[src/rtl/fetch_buffer.sv]
// rtl/fetch_buffer.sv - instruction fetch queue with single-outstanding bus requests
// FETCH_BUS_ERROR_EN adds mem_err_i/fetch_fault_o and halts fetch after a faulting word.
module fetch_buffer #(
  parameter int unsigned DEPTH        = 4,
  parameter logic [31:0] RESET_VECTOR = 32'h0000_0000
) (
  input  logic                    clk,
  input  logic                    rst_n,
  input  logic                    flush_i,
  input  logic [31:0]             redirect_pc_i,
  output logic                    mem_req_o,
  output logic [31:0]             mem_addr_o,
  input  logic                    mem_ack_i,
  input  logic [31:0]             mem_data_i,
`ifdef FETCH_BUS_ERROR_EN
  input  logic                    mem_err_i,
  output logic                    fetch_fault_o,
`endif
  output logic                    instr_valid_o,
  input  logic                    instr_ready_i,
  output logic [31:0]             instruction_o,
  output logic [31:0]             pc_o,
  output logic [$clog2(DEPTH):0]  count_o
);

  localparam int unsigned AW = $clog2(DEPTH);
  localparam int unsigned CW = AW + 1;
  localparam logic [CW-1:0] FULL = CW'(DEPTH);
  localparam logic [31:0] NOP = 32'h0000_0013;

  typedef enum logic [1:0] {IDLE, REQ, DISCARD} state_e;

  state_e        state_q, state_d;
  logic [31:0]   fetch_pc_q, fetch_pc_d;
  logic [31:0]   addr_q, addr_d;
  logic [AW-1:0] rd_q, rd_d, wr_q, wr_d;
  logic [CW-1:0] count_q, count_d;
  logic [31:0]   pc_mem    [DEPTH];
  logic [31:0]   instr_mem [DEPTH];
  logic          push, pop, push_fault, halt_q;

`ifdef FETCH_BUS_ERROR_EN
  logic fault_mem [DEPTH];

  assign push_fault = mem_err_i;

  always_ff @(posedge clk or negedge rst_n) begin
    if (!rst_n) begin
      halt_q <= 1'b0;
    end else if (flush_i) begin
      halt_q <= 1'b0;
    end else if (push && mem_err_i) begin
      halt_q <= 1'b1;
    end
  end

  always_ff @(posedge clk) begin
    if (push) fault_mem[wr_q] <= mem_err_i;
  end

  assign fetch_fault_o = instr_valid_o && fault_mem[rd_q];
`else
  assign push_fault = 1'b0;
  assign halt_q     = 1'b0;
`endif

  // Flush wins over both queue ports; the in-flight word is never stored.
  assign push = (state_q == REQ) && mem_ack_i && !flush_i;
  assign pop  = instr_valid_o && instr_ready_i && !flush_i;

  always_comb begin
    fetch_pc_d = fetch_pc_q;
    rd_d       = rd_q;
    wr_d       = wr_q;
    count_d    = count_q;
    if (flush_i) begin
      fetch_pc_d = {redirect_pc_i[31:2], 2'b00};
      rd_d       = '0;
      wr_d       = '0;
      count_d    = '0;
    end else begin
      if (push) begin
        wr_d       = wr_q + AW'(1);
        fetch_pc_d = fetch_pc_q + 32'd4;
      end
      if (pop) rd_d = rd_q + AW'(1);
      if (push && !pop) count_d = count_q + CW'(1);
      else if (pop && !push) count_d = count_q - CW'(1);
    end
  end

  always_comb begin
    state_d = state_q;
    unique case (state_q)
      IDLE: begin
        if (flush_i || (count_q < FULL && !halt_q)) state_d = REQ;
      end
      REQ: begin
        if (flush_i) state_d = mem_ack_i ? REQ : DISCARD;
        else if (mem_ack_i) state_d = (push_fault || count_d == FULL) ? IDLE : REQ;
      end
      DISCARD: begin
        if (mem_ack_i) state_d = REQ;
      end
      default: state_d = IDLE;
    endcase
  end

  // The bus address only follows fetch_pc when a fresh request starts; DISCARD holds the old one.
  assign addr_d = (state_d == REQ) ? fetch_pc_d : addr_q;

  always_ff @(posedge clk or negedge rst_n) begin
    if (!rst_n) begin
      state_q    <= IDLE;
      fetch_pc_q <= RESET_VECTOR;
      addr_q     <= RESET_VECTOR;
      rd_q       <= '0;
      wr_q       <= '0;
      count_q    <= '0;
    end else begin
      state_q    <= state_d;
      fetch_pc_q <= fetch_pc_d;
      addr_q     <= addr_d;
      rd_q       <= rd_d;
      wr_q       <= wr_d;
      count_q    <= count_d;
    end
  end

  always_ff @(posedge clk) begin
    if (push) begin
      pc_mem[wr_q]    <= fetch_pc_q;
      instr_mem[wr_q] <= mem_data_i;
    end
  end

  always_comb begin
    mem_req_o     = (state_q != IDLE);
    mem_addr_o    = {addr_q[31:2], 2'b00};
    instr_valid_o = (count_q != '0);
    instruction_o = instr_valid_o ? instr_mem[rd_q] : NOP;
    pc_o          = instr_valid_o ? pc_mem[rd_q] : 32'h0;
    count_o       = count_q;
  end

endmodule
[config.mk]
export PLATFORM = sky130hd
export DESIGN_NAME = fetch_buffer
export DESIGN_NICKNAME = d
export VERILOG_FILES = /design/src/rtl/fetch_buffer.sv
export SDC_FILE = /design/constraint.sdc
export NUM_CORES = 1
export LEC_CHECK = 0
export CAP_MARGIN = 15
export CORE_MARGIN = 4
export CORE_UTILIZATION = 45
export CTS_BUF_LIST = sky130_fd_sc_hd__clkbuf_8
export CTS_CLUSTER_SIZE = 14
export DETAILED_ROUTE_END_ITERATION = 10
export PLACE_DENSITY = 0.67
export SETUP_SLACK_MARGIN = 0.3
export SLEW_MARGIN = 10
export SYNTH_ARGS = -nofsm -noshare
export SYNTH_HDL_FRONTEND = slang
export SYNTH_SLANG_ARGS = --single-unit
export TNS_END_PERCENT = 100
[constraint.sdc]
create_clock -name clk -period 8 [get_ports clk]
set_input_delay 1.6 -clock clk [delete_from_list [all_inputs] [get_ports clk]]
set_output_delay 1.6 -clock clk [all_outputs]
set_load 0.02 [all_outputs]
# Word-level counts from Yosys, hierarchy flattened
# Memories as Yosys holds them, arrays and structs flattened.
# Cells that the tools add are included.
# op_classes
shifts	0
n_mux	20
n_reduce_logical	15
magnitude_cmp	1
bitwise_logic	0
eq_ne	4
n_mul	0
div	0
add_sub_neg	5
# op_table
op	count
two-way mux 32 bit	4
adder 32 x 3 -> 32 bit, second input constant	1
two-way mux 2 bit	9
two-way mux 3 bit	3
logical AND 1 bit	6
case mux 2 bit (3 select lines)	1
nonzero test 2 bit	3
adder 2 x 1 -> 2 bit, second input constant	2
equality test 2 x 1 -> 1 bit, second input constant	2
adder 3 x 1 -> 3 bit, second input constant	1
equality test 3 bit, second input constant	1
zero test 1 bit	3
< comparator 3 bit, second input constant	1
two-way mux 1 bit	3
nonzero test 3 bit	1
subtractor 3 x 1 -> 3 bit, second input constant	1
equality test 2 bit, second input constant	1
zero test 2 bit	1
logical OR 1 bit	1
# totals
latch_bits	0
mem_bits_ro	0
mem_bits_rw	256
elab_cells	53
regBits	73
memories	2
out_inout_bits	101
# mem_list
memory	words	width	read_ports	rd_ports_with_merged_regs	write_ports	line	rtl
instr_mem	4	32	1	0	1	39	logic [31:0] instr_mem [DEPTH];
pc_mem	4	32	1	0	1	38	logic [31:0] pc_mem [DEPTH];

# Longest topological paths before layout
# Gate-level depths: netlist of run 1.
# logic_depth
word_depth	14
mapped_depth	11
ltp_nobuf	9

# Worst setup path after synthesis of run 1
# OpenSTA, ideal clock, no wires.
# synth_timing
kind	input to register
start	input flush_i
end	memory instr_mem[0][0] (enable)
t_required_ns	7.422
path_stages	5
arrival_ns	7.106
path_slack_ns	0.316
setup_ns	0.578
path_cell_list	clkbuf_1 -> clkbuf_1 -> buf_1 -> clkbuf_1 -> nor3b_1
# synth_via
elab_chain_cells	4
# synth_rtl
element	line	rtl
start, declared	9	input logic flush_i,
zero test 1 bit	68	assign push = (state_q == REQ) && mem_ack_i && !flush_i;
logical AND 1 bit	68	
two-way mux 1 bit	131	if (push) begin
two-way mux 1 bit (implied by the code)	133	instr_mem[wr_q] <= mem_data_i;
end, declared	39	
# No other way between the ends.

# Final worst setup path of run 1
# layout_timing
start	register rd_q[0]
end	output pc_o[27]
# layout_via
elab_chain_cells	2
# layout_rtl
element	line	rtl
start, declared	36	logic [AW-1:0] rd_q, rd_d, wr_q, wr_d;
start signal, assigned	124	rd_q <= rd_d;
memory (4 x 32 bit)	-	
two-way mux 32 bit	142	pc_o = instr_valid_o ? pc_mem[rd_q] : 32'h0;
end, declared	22	output logic [31:0] pc_o,
# No other way between the ends.

==> metrics.txt, run 1 <==
worst path arrival time=3.51 ns; RSZ-0062 raised after global routing=false; synthesized area=13300 um2; vias per cell=5.16; routability congestion estimate from global placement=0.743; Post-CTS Setup Bufs=0; core area=28900 um2; top cell type's share of synthesized area=0.577; max-slew violations=0; Top FF cell, synth=edfxtp_1; Post-Layout Cell Count=1359; Hold-fix buffers, CTS=0; Max VDD drop=0.176 mV; # resized after CTS=0; share of layout cells above drive strength 1=0.205; Least-Margin Pin Slew=1.05 ns; R2R Setup Slk=4.88 ns; Boundary Pins=170; Syn Inst Count=733; sequential area share after synthesis=0.710; yosys synthesis warning count=0; area leader, netlist=edfxtp_1; vias in the first global route=roughly 7600; IO buf count=165; Critical Path Start=rd_q[0]; largest net degree at the start of global routing=72; die span in x=180 um; drt wl/cell=about 20 um; drt drc=0; Starting Density=0.461; H-tree Lvls=2; Max Buffers Root-to-Sink=3; Setup-failing EPs final=0; top post-synthesis cells by count=256 x edfxtp_1, 71 x dfrtp_1, 64 x mux4_2; first-pass GRT wire length=~44 mm; Crit Path Class=reg2out; DIE HEIGHT=between 150 and 200 um; Multi-input gate area=3660 um2; worst skew pair latency=0.57 ns; Yosys cell types=52; CTS sink count=about 330; crit path to=pc_o[27]; post-layout min period=5.11 ns; startpoint types=register; dpl cells=1258; GRT Total Usage=0.170; drt pass-1 iters=5; die footprint=32400 um2; ANT nets after route=0; fin area=16400 um2; hpwl dp=16.2 mm; Sum Neg Setup Slack=0 ns; count leader, synth=edfxtp_1; Critical Path RT=6.40 ns; Max-Cap Viols=0; FP Rows=62; asr flop ratio synth=0.217; FF-to-FF path depth=10; skew final=approximately 0.014 ns; outcome=complete, no violations; Setup WS post-layout=2.89 ns; worst reg2reg path endpoint=addr_q[31]; TritonCTS Buffers=53; cells taking the most area after synthesis=edfxtp_1 58%, dfrtp_1 13%, mux4_2 11%; clk slew on worst S/H paths=0.06 ns; CTS tree=built; Root Buffer=clkbuf_8; fin nets=around 1000; final wirelength=27.6 mm; pwr dens=about 330 nW/um2; detailed-route via count=7010; area delta synth->final=23.1%; fmax=196 MHz; Overflow after GRT=0; Critical Path End Type=output pin; reg2reg start=count_o[1]; Tcrit/Tclk final=0.639; Placed Area=15400 um2; DR iter-0 viols=325; initial antenna violation count=5; Reg area=~9500 um2; Leak=5.77 nW; Post-synth EDFFs=around 260; #FFs+latches synth=327; filler instances=2283; Slew headroom=0.303; crit-path max FO=38; worst hold path type=reg2reg; syn_area_per_cell=between 15 and 20 um2; post-placement setup slack=around 3.4 ns; Hold Violations, Final=0
==> per-layer routing <==
metal / track usage / routed length (um) / up-vias
li1: - / - / 3220
met1: 0.227 / 11800 / 3545
met2: 0.274 / 13100 / 191
met3: 0.0579 / 2150 / 46
met4: 0.0423 / 486 / 8
met5: 0 / 56 / -
==> final cells by class <==
cell class | count | share of cell area
flip-flops and latches | 327 | 0.577
multi-input cells | 360 | 0.223
repair buffers | 177 | 0.106
clock buffers | 58 | 0.0487
well taps | 384 | 0.0293
clock inverters | 42 | 0.0134
inverters | 10 | 0.00229
diodes | 1 | 0.000153
==> flip-flops by register name, indices dropped and copies added, names as in the netlist <==
name and flops:
addr_q 30, instr_mem 128, count_o 3, pc_mem 128
rd_q 2, fetch_pc_q 32, wr_q 2, state_q 2
==> metrics by stage <==
step / util / hold slack (ns) / power (mW)
after CTS: 0.567 / 0.515 / 5.52
after global routing: 0.567 / 0.532 / 5.71
final: 0.567 / 0.511 / 5.42
after detailed placement: 0.532 / 0.493 / 4.15
after global placement: 0.532 / 0.493 / 4.14
after floorplan: - / 0.469 / 3.35
==> worst min-delay path by stage <==
stage	startpoint	to	depth (start not counted)
after floorplan	fetch_pc_q[0]	pc_mem[0][0]	0
after global routing	addr_q[24]	addr_q[24]	1
final	addr_q[13]	addr_q[13]	1
after global placement	addr_q[31]	addr_q[31]	1
after CTS	addr_q[24]	addr_q[24]	1
after detailed placement	addr_q[8]	addr_q[8]	1
==> report_power, final <==
| group | internal [mW] | switching [mW] |
|---|---|---|
| logic | 0.968 | 0.906 |
| registers | 2.02 | 0.181 |
| clock network | 0.729 | 0.620 |
==> kinds of logic after synthesis <==
kind of cell,Yosys count,synth area share
xor gates and xnor gates,31,0.0209
other,1,0.000281
and+or+nand+nor,178,0.0773
muxes,104,0.150
DFF,327,0.710
adders and majority gates,8,0.00751
buffers and inverters,47,0.0169
AOI/OAI and AO/OA,37,0.0170
==> layout by cell type, fill, tap and decap left out, drive strengths merged, types with 4 or more instances in the layout <==
| cell | instances |
|---|---|
| xnor2 | 14 |
| mux4 | 64 |
| nand4 | 11 |
| edfxtp | 256 |
| nor2b | 5 |
| and2 | 62 |
| xor2 | 17 |
| dfrtp | 71 |
| nor3b | 4 |
| and3 | 5 |
| ha | 8 |
| nor2 | 15 |
| mux2i | 5 |
| or2 | 5 |
| clkbuf | 58 |
| nand3 | 19 |
| mux2 | 35 |
| a21oi | 4 |
| clkinv | 12 |
| nand2 | 36 |
| clkdlybuf4s50 | 163 |
| o21ai | 25 |
| nor3 | 5 |
| inv | 36 |
| buf | 14 |
==> critical path, cell delays in order (launching register included) <==
cell	delay, ns
dfrtp_4	0.94
buf_4	0.65
mux4_2	0.58
and2_1	0.17
clkdlybuf4s50_1	0.59
Note: power is estimated with default switching activity, not from simulation.
==> run 2, diff against run 1 <==
Clock period 8 ns to 5.3 ns, I/O delays scaled along.
==> run 2 against run 1 <==
  * Critical path depth unchanged
  * Sequential share of layout area increased by 0.19 points
  * Utilization decreased by 0.18 points
  * Clock-buffer cell count decreased by 3
  * Combinational power increased by 54%
  * Worst hold slack improved by 0.0046 ns
  * Critical path type unchanged
  * Critical endpoint unchanged
  * Largest power group unchanged
==> metrics.txt, run 2 (synthesized netlist as in run 1, its figures left out) <==
skew final=0.0143 ns; Critical Path End Type=output pin; CTS tree=built; vias per cell=5.17; die footprint=32400 um2; worst skew pair latency=0.56 ns; startpoint types=register; Top Family by Delay on Critical Path=buffers and inverters; final wirelength=27.8 mm; pwr dens=494 nW/um2; initial antenna violation count=3; routability congestion estimate from global placement=0.735; Slew headroom=0.308; Post-CTS Setup Bufs=0; worst hold path type=reg2reg; Boundary Pins=between 150 and 200; commonest non-fill, non-tap cells in the layout=256 x edfxtp_1, 163 x clkdlybuf4s50_1, 69 x dfrtp_1; largest registers=instr_mem (128), pc_mem (128), fetch_pc_q (32); Starting Density=0.461; share of layout cells above drive strength 1=0.206; clk slew on worst S/H paths=approximately 0.060 ns; hpwl dp=16.8 mm; critical path's slowest cell=dfrtp_4; max-slew violations=0; Critical Path Max Stage Delay=0.81 ns; Overflow after GRT=0; Crit Path Class=reg2out; Max-Cap Viols=0; worst path arrival time=approximately 3.1 ns; filler instances=2243; fmax=241 MHz; Multi-input gate area=3660 um2; crit-path max FO=39; TritonCTS Buffers=52; Hold Violations, Final=0; area delta synth->final=22.7%; Least-Margin Pin Slew=1.04 ns; first-pass GRT wire length=approximately 44 mm; drt wl/cell=20.5 um; # resized after CTS=0; Cell Chain, Critical Path=buf_12 > mux4_2 > and2_1 > clkdlybuf4s50_1; Critical Path RT=~4.2 ns; outcome=complete, no violations; Setup-failing EPs final=0; FP Rows=62; core area=28900 um2; DR iter-0 viols=roughly 460; Leak=5.75 nW; ANT nets after route=0; CTS sink count=327; largest net degree at the start of global routing=between 70 and 80; fin nets=1007; Hold-fix buffers, CTS=0; R2R Setup Slk=1.97 ns; IO buf count=roughly 170; detailed-route via count=7022; Reg area=9470 um2; Root Buffer=clkbuf_8; Tcrit/Tclk final=0.781; DIE HEIGHT=about 180 um; Diodes inserted=0; Max VDD drop=slightly below 0.3 mV; most common cell after layout, fill and taps aside=edfxtp_1; Sum Neg Setup Slack=0 ns; GRT Total Usage=0.170; Max Buffers Root-to-Sink=3; drt drc=0; vias in the first global route=7658; H-tree Lvls=2; Final Total Pwr=8.07 mW; die span in x=180 um; buffers plus inverters on the worst setup path=2; post-layout min period=4.14 ns; drt pass-1 iters=5; RSZ-0062 raised after global routing=false
[run 2: cell count changes in the layout (fill, tap and decap cells not counted), sizes merged]
cell    previous run  this run
clkbuf            58        55
clkinv            12        15
buf               14        16
bufinv             2         0
diode              1         0
inv               36        35
[run 2: worst register-to-register path, stage by stage (launching register included)]
cell and delay (ns):
dfrtp_1 0.45, inv_1 0.11, ha_1 0.20, nor2b_2 0.18, inv_2 0.35, nand2_2 0.22
xnor2_1 0.20, and2b_1 0.19, a31oi_4 0.69, buf_12 0.29, mux2_4 0.33
[run 2: stage by stage]
stage,worst slack (ns),cells,hold slack [ns],area (um2),utilization
4_1_cts,1.02,1357,0.506,16400,0.565
2_1_floorplan,-1.84,734,0.469,13300,-
3_3_place_gp,1.29,1260,0.489,15400,0.533
3_5_place_dp,1.27,1260,0.492,15400,0.533
6_report,1.16,1357,0.516,16400,0.565
5_1_grt,0.920,1357,0.528,16400,0.565
[run 2: per-layer routing]
layer | GRT usage | wire (um) | share of wire | vias up
li1 | - | - | - | 3215
met1 | 0.232 | 12000 | 0.43 | 3539
met2 | 0.271 | 13100 | 0.47 | 214
met3 | 0.0527 | 2070 | 0.075 | 48
met4 | 0.0433 | 460 | 0.017 | 6
met5 | 0 | 40 | 0.0014 | -
[run 2: worst paths after layout]
path / startpoint / endpoint / cells after the start
worst max-delay path: rd_q[0] / pc_o[27] / 4
worst min-delay path: addr_q[10] / addr_q[10] / 1
worst max register to register: count_o[1] / addr_q[11] / 10
worst min register to register: addr_q[10] / addr_q[10] / 1
max in group asynchronous: rst_n / rd_q[1] / 1
min in group asynchronous: rst_n / addr_q[17] / 1
[run 2: final cells by class]
cell class / instances / area share
inverter: 10 / 0.00230
clock inverter: 42 / 0.0105
sequential: 327 / 0.579
multi-input combinational: 360 / 0.224
tap: 384 / 0.0294
timing repair buffer: 179 / 0.108
clock buffer: 55 / 0.0463
[run 2: power by group]
| group | internal (mW) | switching (mW) | total, mW |
|---|---|---|---|
| combinational | 1.49 | 1.39 | 2.88 |
| clock | 0.957 | 0.928 | 1.89 |
| sequential | 3.05 | 0.259 | 3.31 |
| total | 5.49 | 2.58 | 8.07 |
